File: config.mk
export PLATFORM = sky130hd
export DESIGN_NAME = uart_packet_rx_param
export DESIGN_NICKNAME = d
export VERILOG_FILES = /design/src/rtl/uart_packet_rx_param.sv
export SDC_FILE = /design/constraint.sdc
export NUM_CORES = 1
export LEC_CHECK = 0
export CORE_ASPECT_RATIO = 0.5
export CORE_MARGIN = 2
export CORE_UTILIZATION = 54
export DETAILED_ROUTE_END_ITERATION = 10
export GPL_TIMING_DRIVEN = 0
export PLACE_DENSITY_LB_ADDON = 0.15
export SYNTH_ARGS = -nofsm -noshare
export SYNTH_HDL_FRONTEND = slang
export SYNTH_SLANG_ARGS = --single-unit
export TNS_END_PERCENT = 30
File: constraint.sdc
create_clock -name clk -period 2.7 [get_ports clk]
set_input_delay 0.54 -clock clk [delete_from_list [all_inputs] [get_ports clk]]
set_output_delay 0.54 -clock clk [all_outputs]
set_load 0.03 [all_outputs]
File: src/rtl/uart_packet_rx_param.sv
// rtl/uart_packet_rx_param.sv - framed packet receiver with CRC-8 check; define UART_RX_TIMEOUT_EN for inter-byte timeout
module uart_packet_rx_param #(
    parameter int           PAYLOAD_BYTES  = 10,
    parameter int           ADDR_BITS      = 7,
    parameter logic [7:0]   SYNC_BYTE      = 8'h8F,
    parameter logic [15:0]  TIMEOUT_CYCLES = 16'd50000
) (
    input  logic                       clk,
    input  logic                       reset,
    input  logic [7:0]                 uart_rx_data,
    input  logic                       uart_rx_val,
    input  logic                       uartDisabled,
    output logic [ADDR_BITS-1:0]       rx_address,
    output logic [PAYLOAD_BYTES*8-1:0] rx_data,
    output logic [7:0]                 rx_len,
    output logic                       rx_data_val,
    output logic                       rx_crc_err,
    output logic                       rx_len_err,
    output logic                       rx_timeout,
    output logic [7:0]                 rx_err_count
);

    localparam int         DW      = PAYLOAD_BYTES * 8;
    localparam logic [7:0] MAX_LEN = 8'(PAYLOAD_BYTES);

    typedef enum logic [2:0] {
        S_IDLE,
        S_ADDR,
        S_COUNT,
        S_DATA,
        S_CRC
    } state_t;

    // CRC-8 SAE J1850 (poly 0x1D, MSB first), one whole byte per call
    function automatic logic [7:0] crc8_update(input logic [7:0] crc, input logic [7:0] data);
        logic [7:0] c;
        c = crc ^ data;
        for (int i = 0; i < 8; i++) begin
            c = c[7] ? ((c << 1) ^ 8'h1D) : (c << 1);
        end
        return c;
    endfunction

    state_t               state_q, state_d;
    logic [7:0]           crc_q, crc_d;
    logic [7:0]           rem_q, rem_d;
    logic [ADDR_BITS-1:0] sh_addr_q, sh_addr_d;
    logic [7:0]           sh_len_q, sh_len_d;
    logic [DW-1:0]        sh_data_q, sh_data_d;
    logic [ADDR_BITS-1:0] rx_address_q, rx_address_d;
    logic [DW-1:0]        rx_data_q, rx_data_d;
    logic [7:0]           rx_len_q, rx_len_d;
    logic                 data_val_q, data_val_d;
    logic                 crc_err_q, crc_err_d;
    logic                 len_err_q, len_err_d;
    logic [7:0]           err_count_q, err_count_d;
    logic                 byte_acc;
    logic                 any_err;
    logic [DW-1:0]        byte_ext;

    assign byte_acc = uart_rx_val & ~uartDisabled;
    assign byte_ext = DW'(uart_rx_data);

`ifdef UART_RX_TIMEOUT_EN
    logic [15:0] idle_q, idle_d;
    logic        timeout_q, timeout_d;
    logic        timeout_hit;

    // Idle counter: counts cycles since the last accepted byte while inside a frame;
    // expiry is decided one cycle early so the pulse lands TIMEOUT_CYCLES after the strobe
    always_comb begin
        idle_d      = idle_q + 16'd1;
        timeout_hit = 1'b0;
        if (state_q == S_IDLE || byte_acc || uartDisabled) begin
            idle_d = 16'd0;
        end else if (idle_q == TIMEOUT_CYCLES - 16'd2) begin
            timeout_hit = 1'b1;
        end
    end

    assign rx_timeout = timeout_q;
`else
    assign rx_timeout = 1'b0;
`endif

    // Frame FSM next-state, shadow capture, publish and error pulses
    always_comb begin
        state_d      = state_q;
        crc_d        = crc_q;
        rem_d        = rem_q;
        sh_addr_d    = sh_addr_q;
        sh_len_d     = sh_len_q;
        sh_data_d    = sh_data_q;
        rx_address_d = rx_address_q;
        rx_data_d    = rx_data_q;
        rx_len_d     = rx_len_q;
        data_val_d   = 1'b0;
        crc_err_d    = 1'b0;
        len_err_d    = 1'b0;
`ifdef UART_RX_TIMEOUT_EN
        timeout_d    = 1'b0;
`endif
        if (uartDisabled) begin
            state_d = S_IDLE;
        end else if (byte_acc) begin
            case (state_q)
                S_IDLE: begin
                    if (uart_rx_data == SYNC_BYTE) begin
                        crc_d   = crc8_update(8'hFF, uart_rx_data);
                        state_d = S_ADDR;
                    end
                end
                S_ADDR: begin
                    sh_addr_d = uart_rx_data[ADDR_BITS-1:0];
                    crc_d     = crc8_update(crc_q, uart_rx_data);
                    state_d   = S_COUNT;
                end
                S_COUNT: begin
                    if (uart_rx_data == 8'd0 || uart_rx_data > MAX_LEN) begin
                        len_err_d = 1'b1;
                        state_d   = S_IDLE;
                    end else begin
                        rem_d     = uart_rx_data;
                        sh_len_d  = uart_rx_data;
                        sh_data_d = '0;
                        crc_d     = crc8_update(crc_q, uart_rx_data);
                        state_d   = S_DATA;
                    end
                end
                S_DATA: begin
                    sh_data_d = (sh_data_q << 8) | byte_ext;
                    rem_d     = rem_q - 8'd1;
                    crc_d     = crc8_update(crc_q, uart_rx_data);
                    if (rem_q == 8'd1) begin
                        state_d = S_CRC;
                    end
                end
                S_CRC: begin
                    if (uart_rx_data == crc_q) begin
                        rx_address_d = sh_addr_q;
                        rx_data_d    = sh_data_q;
                        rx_len_d     = sh_len_q;
                        data_val_d   = 1'b1;
                    end else begin
                        crc_err_d = 1'b1;
                    end
                    state_d = S_IDLE;
                end
                default: state_d = S_IDLE;
            endcase
`ifdef UART_RX_TIMEOUT_EN
        end else if (timeout_hit) begin
            timeout_d = 1'b1;
            state_d   = S_IDLE;
`endif
        end
        // The running CRC restarts from 0xFF whenever the receiver is (or returns to) hunting
        if (state_d == S_IDLE) begin
            crc_d = 8'hFF;
        end
    end

    // Error counter: one increment per error pulse, saturating
    always_comb begin
        any_err = crc_err_d | len_err_d;
`ifdef UART_RX_TIMEOUT_EN
        any_err = any_err | timeout_d;
`endif
        err_count_d = err_count_q;
        if (any_err && err_count_q != 8'hFF) begin
            err_count_d = err_count_q + 8'd1;
        end
    end

    // State and output registers with synchronous active-high reset
    always_ff @(posedge clk) begin
        if (reset) begin
            state_q      <= S_IDLE;
            crc_q        <= 8'hFF;
            rem_q        <= 8'd0;
            sh_addr_q    <= '0;
            sh_len_q     <= 8'd0;
            sh_data_q    <= '0;
            rx_address_q <= '0;
            rx_data_q    <= '0;
            rx_len_q     <= 8'd0;
            data_val_q   <= 1'b0;
            crc_err_q    <= 1'b0;
            len_err_q    <= 1'b0;
            err_count_q  <= 8'd0;
`ifdef UART_RX_TIMEOUT_EN
            idle_q       <= 16'd0;
            timeout_q    <= 1'b0;
`endif
        end else begin
            state_q      <= state_d;
            crc_q        <= crc_d;
            rem_q        <= rem_d;
            sh_addr_q    <= sh_addr_d;
            sh_len_q     <= sh_len_d;
            sh_data_q    <= sh_data_d;
            rx_address_q <= rx_address_d;
            rx_data_q    <= rx_data_d;
            rx_len_q     <= rx_len_d;
            data_val_q   <= data_val_d;
            crc_err_q    <= crc_err_d;
            len_err_q    <= len_err_d;
            err_count_q  <= err_count_d;
`ifdef UART_RX_TIMEOUT_EN
            idle_q       <= idle_d;
            timeout_q    <= timeout_d;
`endif
        end
    end

    assign rx_address   = rx_address_q;
    assign rx_data      = rx_data_q;
    assign rx_len       = rx_len_q;
    assign rx_data_val  = data_val_q;
    assign rx_crc_err   = crc_err_q;
    assign rx_len_err   = len_err_q;
    assign rx_err_count = err_count_q;

endmodule

* Word level (Yosys, flattened, before mapping)
Index checks and enable logic that the tools add are counted.
** Storage, ports and cells
- Logic and storage cells :: 104
- Register bits after elaboration :: 220
- Output and inout bits :: 107
- Input port bits :: 12
** Operators by class
- Reductions and logical operators :: 15
- Muxes and demuxes :: 38
- Magnitude comparators :: 1
- Bitwise gates (word level) :: 25
- Add/sub/neg operators :: 2
- Equality and inequality tests :: 10
** Operator list (count)
- $pmux 80 s2 :: 1
- $mux 5 :: 16
- $mux 80 :: 1
- $or 80x8->80 :: 1
- $not 4->4 :: 16
- $mux 8 :: 3
- $pmux 8 s3 :: 1
- $pmux 8 s2 :: 1
- $mux 3 :: 4
- $pmux 3 s4 :: 1
- $reduce_and 4->1 :: 3
- $mux 1 :: 9
- $add 8x1->8 const B :: 1
- $eq 8x1->1 const B :: 1
- $eq 8x8->1 :: 1
- $eq 8x8->1 const B :: 1
- $gt 8x4->1 const B :: 1
- $logic_not 8->1 :: 1
- $ne 8x8->1 const B :: 1
- $not 8->8 :: 1
- $sub 8x1->8 const B :: 1
- $xor 8x8->8 :: 1
- $eq 3x2->1 const B :: 2
- $logic_not 3->1 :: 2
- other kinds (15) :: 20

* Depth between registers and ports, before layout
Gate-level depths: netlist (run 1).
- Word-level depth :: 19
- Mapped depth :: 9
- Gate-level depth less buffers :: 7

* Least setup slack after synthesis (run 1)
No wires, ideal clock.
- Kind :: input-to-reg
- Start point :: input uart_rx_data[4]
- End point :: register crc_q[2]
- Required time :: 2.578 ns
- Setup slack :: 0.424 ns
- Arrival :: 2.154 ns
- Stages on the path :: 6
- Setup time :: 0.122 ns
- Buffers on the path :: 1
- Cell sequence :: buf_6 or4_4 a211oi_4 o2111ai_2 a41o_1 a221o_1
** Between the ends
- Longest elaborated chain between the ends :: 8
- Elaborated cells between the ends (all ways) :: 23
- Those cells by class :: 1 x order compare; 3 x eq/ne; 12 x mux; 2 x bitwise; 5 x reduce/logical
** RTL lines
- start: declaration :: RTL line 10 : input logic [7:0] uart_rx_data,
- $gt 8x4->1 or $logic_not 8->1 (tied branches) :: RTL line 119 : if (uart_rx_data == 8'd0 || uart_rx_data > MAX_LEN) begin
- $logic_or 1x1->1 :: RTL line 119
- $mux 2 :: RTL line 119
- $pmux 3 s4 :: RTL line 106 : case (state_q)
- $mux 3 :: RTL line 105 : end else if (byte_acc) begin
- $mux 3 :: RTL line 103 : if (uartDisabled) begin
- $logic_not 3->1 :: RTL line 158 : if (state_d == S_IDLE) begin
- $reduce_or 2->1 (no line)
- end signal: assignment :: RTL line 197 : crc_q <= crc_d;
- end: declaration :: RTL line 45 : logic [7:0] crc_q, crc_d;
Several ways; a longest one is shown, not always the timed one. The select of a mux whose other input is x is not followed.
A chain may end at the register's enable or synchronous reset.

* Final worst setup path (run 1)
- Start point :: input uart_rx_data[6]
- End point :: register crc_q[2]
** Between the ends
- Longest elaborated chain between the ends :: 9
- Elaborated cells between the ends (all ways) :: 37
- Those cells by class :: 1 x order compare; 3 x eq/ne; 20 x mux; 8 x bitwise; 5 x reduce/logical
** RTL lines
- branches (longest 9 deep; another with $gt 8x4->1)
Several ways; the timed one is not identified. The select of a mux whose other input is x is not followed.

==> out/qor.yml, run 1 <==
syn_inst: 972
io_buffers: 112
path_clk_slew_ps: 70
detail-route-antenna-nets: 0
synth_seq_cells: 220
critPathKind: "primary input to register"
max_cap_violations: 0
cts_num_sinks: 220
syn_area_mm2: 0.00851
setup_viol: 0
die_h_um: 92.8
switching_share: 0.219
design_power_total_uw: 6240
die_x_um: 182
cp_cell_sequence: "clkdlybuf4s50_1, or4_4, a211oi_4, o2111ai_2, a41o_1, a221o_1"
final_layout_size_suffix_gt1_frac: 0.0758
layout_min_cycle_time_ps: 2590
clk_latency_ps: 500
slowest_stage: "or4_4"
seqPwrFrac: 0.521
synth_nets: 987
syn_area_per_cell_um2: 8.75
yosys_most_used_dff: "dfxtp_1"
tightestPinTransition_ps: 848
root_buffer: "clkbuf_16"
cp-end-kind: "register"
slowest_delay_ps: 640
clock_path_buffers: 3
dp_cells: 1288
synth_edf_count: 0
stdcell_count: 1326
rows: 32
syn_to_final_growth_pct: 24.4
die_area_mm2: 0.0168
slew_headroom: 0.433
status: "completed"
tritoncts: "built"
p_leak_uw: 0.00364
hpwl_mm: 14.9
htreeDepth: 1
firstDrtPassIters: 5
r2r-start: "state_q[1]$_SDFF_PP0_"
cts_buffers: 20
synth_cell_type_count: 65
place_congestion: 0.908
ios: 119
slew_violations: 0
grt_max_degree: 16
hold_start: "uart_rx_data[4]"
hold_viol: 0
gr-total-overflow: 0
wl_per_cell_um: 16.1
reg2reg_slack_ps: 160
grt_pass1_wl_mm: 34.8
hold_path_depth: 3
grt_setup_unrepaired: "false"
worstPathRequired_ps: 3090
final_cell_mix: "dfxtp_1, nand2_1, a21oi_1, nor2_1, clkdlybuf4s50_1"
ir_drop_v: 0.000495
core_mm2: 0.0154
drt-total-wl_mm: 21.3
mostFrequentLayoutCell: "dfxtp_1"
max_freq_mhz: 386
placed_area_mm2: 0.00989
min_to: "sh_addr_q[4]$_SDFFE_PP0P_"
timing.rr.end: "rx_len[6]$_SDFFE_PP0P_"
async_flop_share: 0
drc: 0
hold_class: "primary input to register"
p_sw_uw: 1370
grt_pass1_vias: 6931
combPwrFrac: 0.038
fin_crit_sh: 0.958
yosysSeqAreaShare: 0.518
nNetsFinal: 1123
initial_utilization: 0.552
arrival_ps: 2980
via_count: 7376
antenna_cells: 0
start_kind: "primary input"
drt_iter0_drc: 775
postLayoutCellArea_mm2: 0.0106
track_usage: 0.254
antenna_found_initial: 0
powerDensity_mw_per_mm2: 590
ff2ff_path_depth: 9
p_int_uw: 4870
vias_per_cell: 5.56
yosysWarnings: 0
crit_fanout: 8
finClkSkew_ps: 11.3
clockPowerShare: 0.441
## metal layers
| metal | GRT usage | wire, µm |
|---|---|---|
| met2 | 0.403 | 9360 |
| met5 | 0 | 0 |
| met1 | 0.360 | 10100 |
| met4 | 0.0569 | 335 |
| met3 | 0.0492 | 1530 |
## area by class of cell
class	count	area (µm²)
Timing Repair Buffer	114	1140
Clock buffer	30	599
Tap cell	204	255
Fill cell	1258	4830
Sequential cell	220	4400
Multi-Input combinational cell	666	3690
Clock inverter	6	33.8
Buffer	75	418
Inverter	11	41.3
## metrics by stage
step / setup WS, ps / TNS (ps) / hold slack, ps / util
after floorplan: 424 / 0 / 427 / -
after global placement: -626 / -75940 / 439 / 0.641
after detailed placement: -673 / -87150 / 440 / 0.641
after CTS: 4.24 / 0 / 394 / 0.684
after global routing: 4.28 / 0 / 396 / 0.687
final: 112 / 0 / 401 / 0.687
## worst max-delay path, delay by kind of cell
kind | cells | cell delay, ps
compound gates | 4 | 1210
buf+inv | 1 | 580
simple gates | 1 | 640
## cell usage after synthesis (3+ instances only)
library cell | count | area share
nand2_1 | 211 | 0.093
mux2_2 | 5 | 0.0066
a22oi_1 | 80 | 0.071
buf_2 | 10 | 0.0059
mux2i_1 | 8 | 0.0094
buf_4 | 6 | 0.0053
nor2_1 | 112 | 0.049
nand3_1 | 12 | 0.0071
nand4_1 | 3 | 0.0022
nand3b_1 | 3 | 0.0026
xnor2_1 | 25 | 0.026
buf_6 | 13 | 0.017
xnor3_1 | 3 | 0.0079
a221o_1 | 3 | 0.0035
a211oi_1 | 6 | 0.0053
clkbuf_1 | 46 | 0.020
and2_1 | 4 | 0.0029
inv_1 | 11 | 0.0049
a211o_1 | 6 | 0.0062
a21oi_1 | 114 | 0.067
ha_1 | 3 | 0.0044
dfxtp_1 | 220 | 0.52
o21ai_0 | 10 | 0.0059
nor2b_1 | 6 | 0.0044
nand2b_1 | 6 | 0.0044
## worst max path at each step
stage	slack (ps)	start	endpoint	cells after the start
3_5_place_dp	-670	uart_rx_data[5]	rx_address[0]$_SDFFE_PP0P_	8
5_1_grt	4	uart_rx_data[3]	rx_data[74]$_SDFFE_PP0P_	9
3_3_place_gp	-630	uart_rx_data[5]	rx_data[42]$_SDFFE_PP0P_	8
2_1_floorplan	420	uart_rx_data[4]	crc_q[2]$_SDFFE_PP1P_	6
4_1_cts	4	uart_rx_data[5]	rx_len[6]$_SDFFE_PP0P_	9
6_report	110	uart_rx_data[6]	crc_q[2]$_SDFFE_PP1P_	6
## registers in the layout, summed over array words and instances (netlist names), 8 cells and up
name / count
sh_data_q: 80
rem_q: 8
crc_q: 8
sh_len_q: 8
rx_data: 80
rx_len: 8
rx_err_count: 8
## power by group through the flow
stage,Clock (µW),Sequential (µW),Combinational [µW]
final,2750,3250,237
after floorplan,0,3320,163
after CTS,2780,3250,230
after detailed placement,0,3320,226
after global placement,0,3320,220
after global routing,2920,3250,257
## what timing repair did
item,CTS,global route
pin swaps,0,2
hold buffers,0,0
setup buffers,0,2
setup endpoints to repair,70,83
gates resized for setup,3,7
## kinds of logic after synthesis
logic type	synth area share
AO/OA/AOI/OAI	0.188
adder cells (fa/ha/maj)	0.00441
buffers and inverters	0.0535
multiplexers	0.0174
XOR/XNOR	0.0366
flip-flops	0.518
AND/OR/NAND/NOR	0.182
other	0.000441
(Power assumes the default switching activity.)
==> run 2, diff against run 1 <==
SLEW_MARGIN = 15   (was default)
==> results of run 2 <==
No change in the layout: final DEF, timing and power equal those of run 1.
